`src/rtl/dram_pkg.sv`:
```
// -----------------------------------------------------------------------------
// dram_pkg
// Shared constants for the DRAM path (dram_arbiter, dram_control, dram_test).
//   ADDR_W      : line address width
//   DATA_W      : line data width (one 128-bit line per transaction)
//   arb_state_t : arbiter FSM encoding (IDLE / BUSY)
// -----------------------------------------------------------------------------
package dram_pkg;

    localparam int ADDR_W = 32;
    localparam int DATA_W = 128;

    typedef enum logic {
        ST_IDLE = 1'b0,
        ST_BUSY = 1'b1
    } arb_state_t;

endpackage : dram_pkg

```
`src/rtl/dram_arbiter_rr_pick.sv`:
```
// -----------------------------------------------------------------------------
// rr_pick
// Combinational round-robin priority pick. It searches the request vector
// starting at i_ptr and moving upward with wrap-around. It returns the first
// set bit.
//   i_valid : request vector, one bit per port
//   i_ptr   : index of the highest-priority port
//   o_hit   : at least one request is set
//   o_idx   : index of the selected port (0 when o_hit is low)
// -----------------------------------------------------------------------------
module rr_pick
    import dram_pkg::*;
#(
    parameter  int NPORTS = 2,
    localparam int IDX_W  = $clog2(NPORTS)
) (
    input  logic [NPORTS-1:0] i_valid,
    input  logic [IDX_W-1:0]  i_ptr,
    output logic              o_hit,
    output logic [IDX_W-1:0]  o_idx
);

    // w_cand[k] is the port that sits k places after i_ptr in priority order.
    logic [IDX_W-1:0] w_cand      [NPORTS];
    logic [NPORTS-1:0] w_rot_valid;

    genvar gi;
    generate
        for (gi = 0; gi < NPORTS; gi++) begin : g_rot
            logic [IDX_W:0] w_sum;
            assign w_sum = {1'b0, i_ptr} + (IDX_W+1)'(gi);
            // i_ptr is always < NPORTS, so one conditional subtract is a full modulo.
            assign w_cand[gi] = (w_sum >= (IDX_W+1)'(NPORTS))
                              ? IDX_W'(w_sum - (IDX_W+1)'(NPORTS))
                              : IDX_W'(w_sum);
            assign w_rot_valid[gi] = i_valid[w_cand[gi]];
        end
    endgenerate

    // Scan from the lowest priority to the highest so that the nearest request wins.
    always_comb begin
        o_hit = |i_valid;
        o_idx = '0;
        for (int k = NPORTS - 1; k >= 0; k--) begin
            if (w_rot_valid[k]) begin
                o_idx = w_cand[k];
            end
        end
    end

endmodule : rr_pick

```
`src/rtl/dram_arbiter.sv`:
```
// -----------------------------------------------------------------------------
// dram_arbiter
// Round-robin arbiter that shares the single dram_control request port among
// NPORTS requesters. It handles one 128-bit line transaction at a time. All
// outputs are registered.
//   clk, rstn              : clock and asynchronous active-low reset
//   req_valid/addr/wmask/  : per-port requests (packed, port i at [i*W +: W])
//   req_wdata
//   req_ready              : one-cycle completion strobe to the winning port
//   req_rdata              : read data, qualified by req_ready[i]
//   mem_valid/addr/wmask/  : request to dram_control, held stable while busy
//   mem_wdata
//   mem_ready/mem_rdata    : completion from dram_control
//   grant                  : port owning the current or last transaction
//   busy                   : a transaction is outstanding
// -----------------------------------------------------------------------------
module dram_arbiter
    import dram_pkg::*;
#(
    parameter  int NPORTS = 2,
    parameter  int ADDR_W = dram_pkg::ADDR_W,
    parameter  int DATA_W = dram_pkg::DATA_W,
    localparam int IDX_W  = $clog2(NPORTS)
) (
    input  logic                     clk,
    input  logic                     rstn,
    input  logic [NPORTS-1:0]        req_valid,
    output logic [NPORTS-1:0]        req_ready,
    input  logic [NPORTS*ADDR_W-1:0] req_addr,
    input  logic [NPORTS-1:0]        req_wmask,
    input  logic [NPORTS*DATA_W-1:0] req_wdata,
    output logic [DATA_W-1:0]        req_rdata,
    output logic                     mem_valid,
    input  logic                     mem_ready,
    output logic [ADDR_W-1:0]        mem_addr,
    output logic                     mem_wmask,
    output logic [DATA_W-1:0]        mem_wdata,
    input  logic [DATA_W-1:0]        mem_rdata,
    output logic [IDX_W-1:0]         grant,
    output logic                     busy
);

    arb_state_t         r_state;
    logic [IDX_W-1:0]   r_rr_ptr;
    logic [IDX_W-1:0]   r_grant;
    logic [NPORTS-1:0]  r_req_ready;
    logic [DATA_W-1:0]  r_req_rdata;
    logic               r_mem_valid;
    logic [ADDR_W-1:0]  r_mem_addr;
    logic               r_mem_wmask;
    logic [DATA_W-1:0]  r_mem_wdata;
    logic               r_busy;

    logic               w_hit;
    logic [IDX_W-1:0]   w_idx;
    logic [ADDR_W-1:0]  w_addr_arr  [NPORTS];
    logic [DATA_W-1:0]  w_wdata_arr [NPORTS];

    genvar gi;
    generate
        for (gi = 0; gi < NPORTS; gi++) begin : g_unpack
            assign w_addr_arr[gi]  = req_addr[gi*ADDR_W +: ADDR_W];
            assign w_wdata_arr[gi] = req_wdata[gi*DATA_W +: DATA_W];
        end
    endgenerate

    rr_pick #(
        .NPORTS (NPORTS)
    ) u_rr_pick (
        .i_valid (req_valid),
        .i_ptr   (r_rr_ptr),
        .o_hit   (w_hit),
        .o_idx   (w_idx)
    );

    always_ff @(posedge clk or negedge rstn) begin
        if (!rstn) begin
            r_state     <= ST_IDLE;
            r_rr_ptr    <= '0;
            r_grant     <= '0;
            r_req_ready <= '0;
            r_req_rdata <= '0;
            r_mem_valid <= 1'b0;
            r_mem_addr  <= '0;
            r_mem_wmask <= 1'b0;
            r_mem_wdata <= '0;
            r_busy      <= 1'b0;
        end else begin
            // The completion strobe lasts exactly one cycle.
            r_req_ready <= '0;
            case (r_state)
                ST_IDLE: begin
                    // mem_ready is ignored here. Leaving IDLE for at least one
                    // cycle gives dram_control its mem_valid low gap.
                    if (w_hit) begin
                        r_grant     <= w_idx;
                        r_mem_addr  <= w_addr_arr[w_idx];
                        r_mem_wmask <= req_wmask[w_idx];
                        r_mem_wdata <= w_wdata_arr[w_idx];
                        r_mem_valid <= 1'b1;
                        r_busy      <= 1'b1;
                        r_state     <= ST_BUSY;
                    end
                end
                ST_BUSY: begin
                    if (mem_ready) begin
                        r_req_ready[r_grant] <= 1'b1;
                        r_req_rdata          <= mem_rdata;
                        r_mem_valid          <= 1'b0;
                        r_busy               <= 1'b0;
                        // The port just served drops to the lowest priority.
                        r_rr_ptr             <= (r_grant == IDX_W'(NPORTS - 1))
                                              ? '0 : r_grant + 1'b1;
                        r_state              <= ST_IDLE;
                    end
                end
                default: r_state <= ST_IDLE;
            endcase
        end
    end

    assign req_ready = r_req_ready;
    assign req_rdata = r_req_rdata;
    assign mem_valid = r_mem_valid;
    assign mem_addr  = r_mem_addr;
    assign mem_wmask = r_mem_wmask;
    assign mem_wdata = r_mem_wdata;
    assign grant     = r_grant;
    assign busy      = r_busy;

endmodule : dram_arbiter
```
`config.mk`:
```
export PLATFORM = sky130hd
export DESIGN_NAME = dram_arbiter
export DESIGN_NICKNAME = d
export VERILOG_FILES = /design/src/rtl/dram_pkg.sv /design/src/rtl/dram_arbiter_rr_pick.sv /design/src/rtl/dram_arbiter.sv
export SDC_FILE = /design/constraint.sdc
export NUM_CORES = 1
export LEC_CHECK = 0
export CAP_MARGIN = 20
export CELL_PAD_IN_SITES_DETAIL_PLACEMENT = 0
export CELL_PAD_IN_SITES_GLOBAL_PLACEMENT = 1
export CORE_AREA = 2 2 289 291
export DETAILED_ROUTE_END_ITERATION = 8
export DIE_AREA = 0 0 291 293
export PLACE_DENSITY = 0.55
export SLEW_MARGIN = 20
export SYNTH_ARGS = -nofsm -noshare
export SYNTH_HDL_FRONTEND = slang
export SYNTH_SLANG_ARGS = --single-unit
```
`constraint.sdc`:
```
create_clock -name clk -period 1.3 [get_ports clk]
set_input_delay 0.325 -clock clk [delete_from_list [all_inputs] [get_ports clk]]
set_output_delay 0.325 -clock clk [all_outputs]
set_load 0.03 [all_outputs]
```
==> results of run 1 <==
==> power breakdown <==
group / total [uW] / switching, uW / leakage (uW) / internal [uW]
sequential: 13000 / 1730 / 0.00335 / 11200
clock: 10700 / 4350 / 0.000611 / 6310
combinational: 17600 / 8810 / 0.00690 / 8800
total: 41200 / 14900 / 0.0109 / 26300
==> state kept, by name, indices dropped and copies added (netlist names) <==
signal,flops
busy,1
grant,1
mem_addr,32
mem_wdata,128
mem_wmask,1
r_rr_ptr,1
r_state,1
req_rdata,128
req_ready,2
==> cell type report <==
class,count,share of cell area (%)
Timing Repair Buffer,948,41.32
Clock buffer,50,4.055
Tap cell,1070,5.191
Antenna cell,4,0.03881
Clock inverter,13,0.7277
Inverter,2,0.03881
Multi-Input combinational cell,785,19.96
Sequential cell,295,28.67
==> worst paths after layout <==
| kind | slack [ns] | from | endpoint | depth (start not counted) |
|---|---|---|---|---|
| max | -0.23 | mem_wdata[87]$_DFFE_PN0P_ | mem_wdata[87] | 1 |
| min reg2reg | 0.53 | req_rdata[15]$_DFFE_PN0P_ | req_rdata[15]$_DFFE_PN0P_ | 1 |
| min | 0.22 | req_valid[1] | r_state$_DFF_PN0_ | 3 |
| max reg2reg | -0.22 | r_rr_ptr$_DFFE_PN0P_ | mem_addr[17]$_DFFE_PN0P_ | 6 |
| min in group asynchronous | 0.23 | rstn | mem_wdata[9]$_DFFE_PN0P_ | 2 |
| max in group asynchronous | 0.33 | rstn | mem_wdata[30]$_DFFE_PN0P_ | 3 |
==> cell usage in the layout (no fill, tap or decap), drive strengths merged <==
cell type      instances
bufbuf                 2
and2b                  1
a31oi                161
bufinv                 3
dlygate4sd3            1
dfrtp                295
o32ai                  1
nor2                 164
a21oi                  1
o21a                   1
clkdlybuf4s50        451
clkbuf                59
mux2                 128
nand2                  3
buf                  484
o31a                   1
o21ba                  1
o21ai                161
clkinv                 7
nand2b                 1
diode                  4
dlygate4sd2            1
inv                    5
nand3                161
==> per-layer routing <==
metal,vias to the layer above,track usage (%),share of wire [%]
met3,88,3.480,6.0
met2,543,27.18,51
met5,-,0,0.019
met4,2,4.562,2.6
li1,6088,-,-
met1,6596,17.80,40
==> cell families after synthesis <==
group           after synthesis
simple gates                328
buf+inv                     124
compound gates              327
flops                       295
mux                         128
==> metrics by stage <==
stage / area (sq um) / worst slack [ns] / instances / hold slack [ns]
after floorplan: 12720 / -0.01991 / 1202 / 0.02941
after global placement: 21810 / -0.6231 / 3007 / 0.1902
after detailed placement: 21810 / -0.6249 / 3007 / 0.1914
after CTS: 25350 / -0.2822 / 3142 / 0.1949
after global routing: 25790 / -0.2854 / 3165 / 0.2072
final: 25790 / -0.2348 / 3167 / 0.2157
==> what timing repair did <==
item	CTS	global route
setup buffers	56	14
cloned	16	11
gates resized for setup	412	74
pin swaps	18	28
endpoints found under the setup margin	584	586
endpoints found under the hold margin	165	0
hold buffers	1	0
==> results.json, run 1 <==
{
  "io_pins": 749,
  "synth_top_family_by_area": "compound AO/OA/AOI/OAI gates",
  "cts.path.max_buffers": 3,
  "dp_hpwl_mm": 48.34,
  "drive_gt1_share_pct": 33.87,
  "worstSetupPathType": "reg -> out",
  "place_congestion": 0.8364,
  "synthXorXnorAreaFrac_pct": 0,
  "post_drt_via_cell_ratio": 4.205,
  "synth_top_area_cell": "dfrtp_1",
  "synth_area_per_cell_sq_um": 10.55,
  "cts-htree-levels": 2,
  "worstPathMaxFanout": 2,
  "wl_mm": 69.08,
  "violations": "negative setup slack",
  "nFillCells": 8348,
  "min_period_ns": 1.535,
  "grt_antenna_before_repair": 4,
  "row_count": 105,
  "endpoint_kind": "output pin",
  "synth_compound_area_share_pct": 14.61,
  "cp_top_family": "flip-flops",
  "timing.final.ws_setup_ns": -0.2348,
  "synth.most_common_cell": "dfrtp_1",
  "initial_core_util_pct": 15.49,
  "relSlewSlack_pct": 53.46,
  "cts_root_buf": "clkbuf_16",
  "cts.clk_slew.worst_paths_ns": 0.06,
  "max_freq_mhz": 651.6,
  "synth-async-reset-ratio_pct": 100.0,
  "wl_per_cell_um": 21.81,
  "drv_slew": 0,
  "fp.dieArea_sq_mm": 0.08526,
  "power.density_mw_per_mm2": 1598,
  "maxCapViolations": 0,
  "finalPower_uw": 41220,
  "synthTopCellsByArea": "dfrtp_1, mux2_2, a31oi_1, nand3_1, o21ai_0",
  "yosys-top-cells-count": "dfrtp_1, nor2_1, a31oi_1, nand3_1, o21ai_0",
  "tightestPinTransition_ns": 0.6981,
  "rsz0062_at_grt": "true",
  "chipWidth_um": 291,
  "grt_pass1_wl_mm": 97.47,
  "cp.arrival_ns": 1.21,
  "grt_pass1_vias": 14290,
  "hold_violations": 0,
  "ir_drop_uv": 700.9,
  "core-area_sq_mm": 0.08185,
  "syn_nets": 1657,
  "postLayoutCoreUtil_pct": 31.51,
  "fin_skew_ns": 0.01740,
  "grt_overflow": 0,
  "crit_path_top_delay_cell": "dfrtp_2",
  "multiInputGateArea_sq_mm": 0.005147,
  "required_ns": 0.98,
  "clock_latency_ns": 0.55,
  "synth_cells": 1202,
  "synth_flop_cell": "dfrtp_1",
  "first_pass_iters": 5,
  "cts_made_buffers": 38,
  "nNetsFinal": 2525,
  "port_buffers": 748,
  "drc": 0,
  "grt_max_degree": 73,
  "p_leak_uw": 0.01086,
  "register_area_sq_mm": 0.007395,
  "synth_fa_ha_area_share_pct": 0,
  "start_kind": "flop",
  "antenna_left": 0,
  "area_growth_pct": 103.4,
  "vias": 13320,
  "worstPathBufferInverterCount": 1,
  "synth-seq-cells": 295,
  "status": "complete, but fails checks",
  "min_path_type": "in -> reg",
  "synth-edff-count": 0,
  "synth-simple-area-share_pct": 11.35,
  "netlist_area_sq_mm": 0.01268,
  "synth_top_area_share_pct": 58.21,
  "slowest_delay_ns": 0.48,
  "setup_violations": 585,
  "ys_warn_count": 0,
  "cts_num_sinks": 295,
  "drtIter0Drc": 598,
  "period_share_pct": 118.1,
  "seq_area_frac_synth_pct": 58.21,
  "crit_chain": "buf_12",
  "cts_tree": "built",
  "grt_use_total_pct": 15.11,
  "dieHeight_um": 293,
  "synthMuxAreaShare_pct": 11.37,
  "fin_tns_setup_ns": -73.59,
  "synth_cell_types": 21
}
(Power assumes the default switching activity.)
==> run 2: changes to the inputs <==
--- a/config.mk
+++ b/config.mk
@@ -5,7 +5,6 @@
 export SDC_FILE = /design/constraint.sdc
 export NUM_CORES = 1
 export LEC_CHECK = 0
-export CAP_MARGIN = 20
 export CELL_PAD_IN_SITES_DETAIL_PLACEMENT = 0
 export CELL_PAD_IN_SITES_GLOBAL_PLACEMENT = 1
 export CORE_AREA = 2 2 289 291
==> results of run 2 <==
No change in the layout: final DEF, timing and power equal those of run 1.
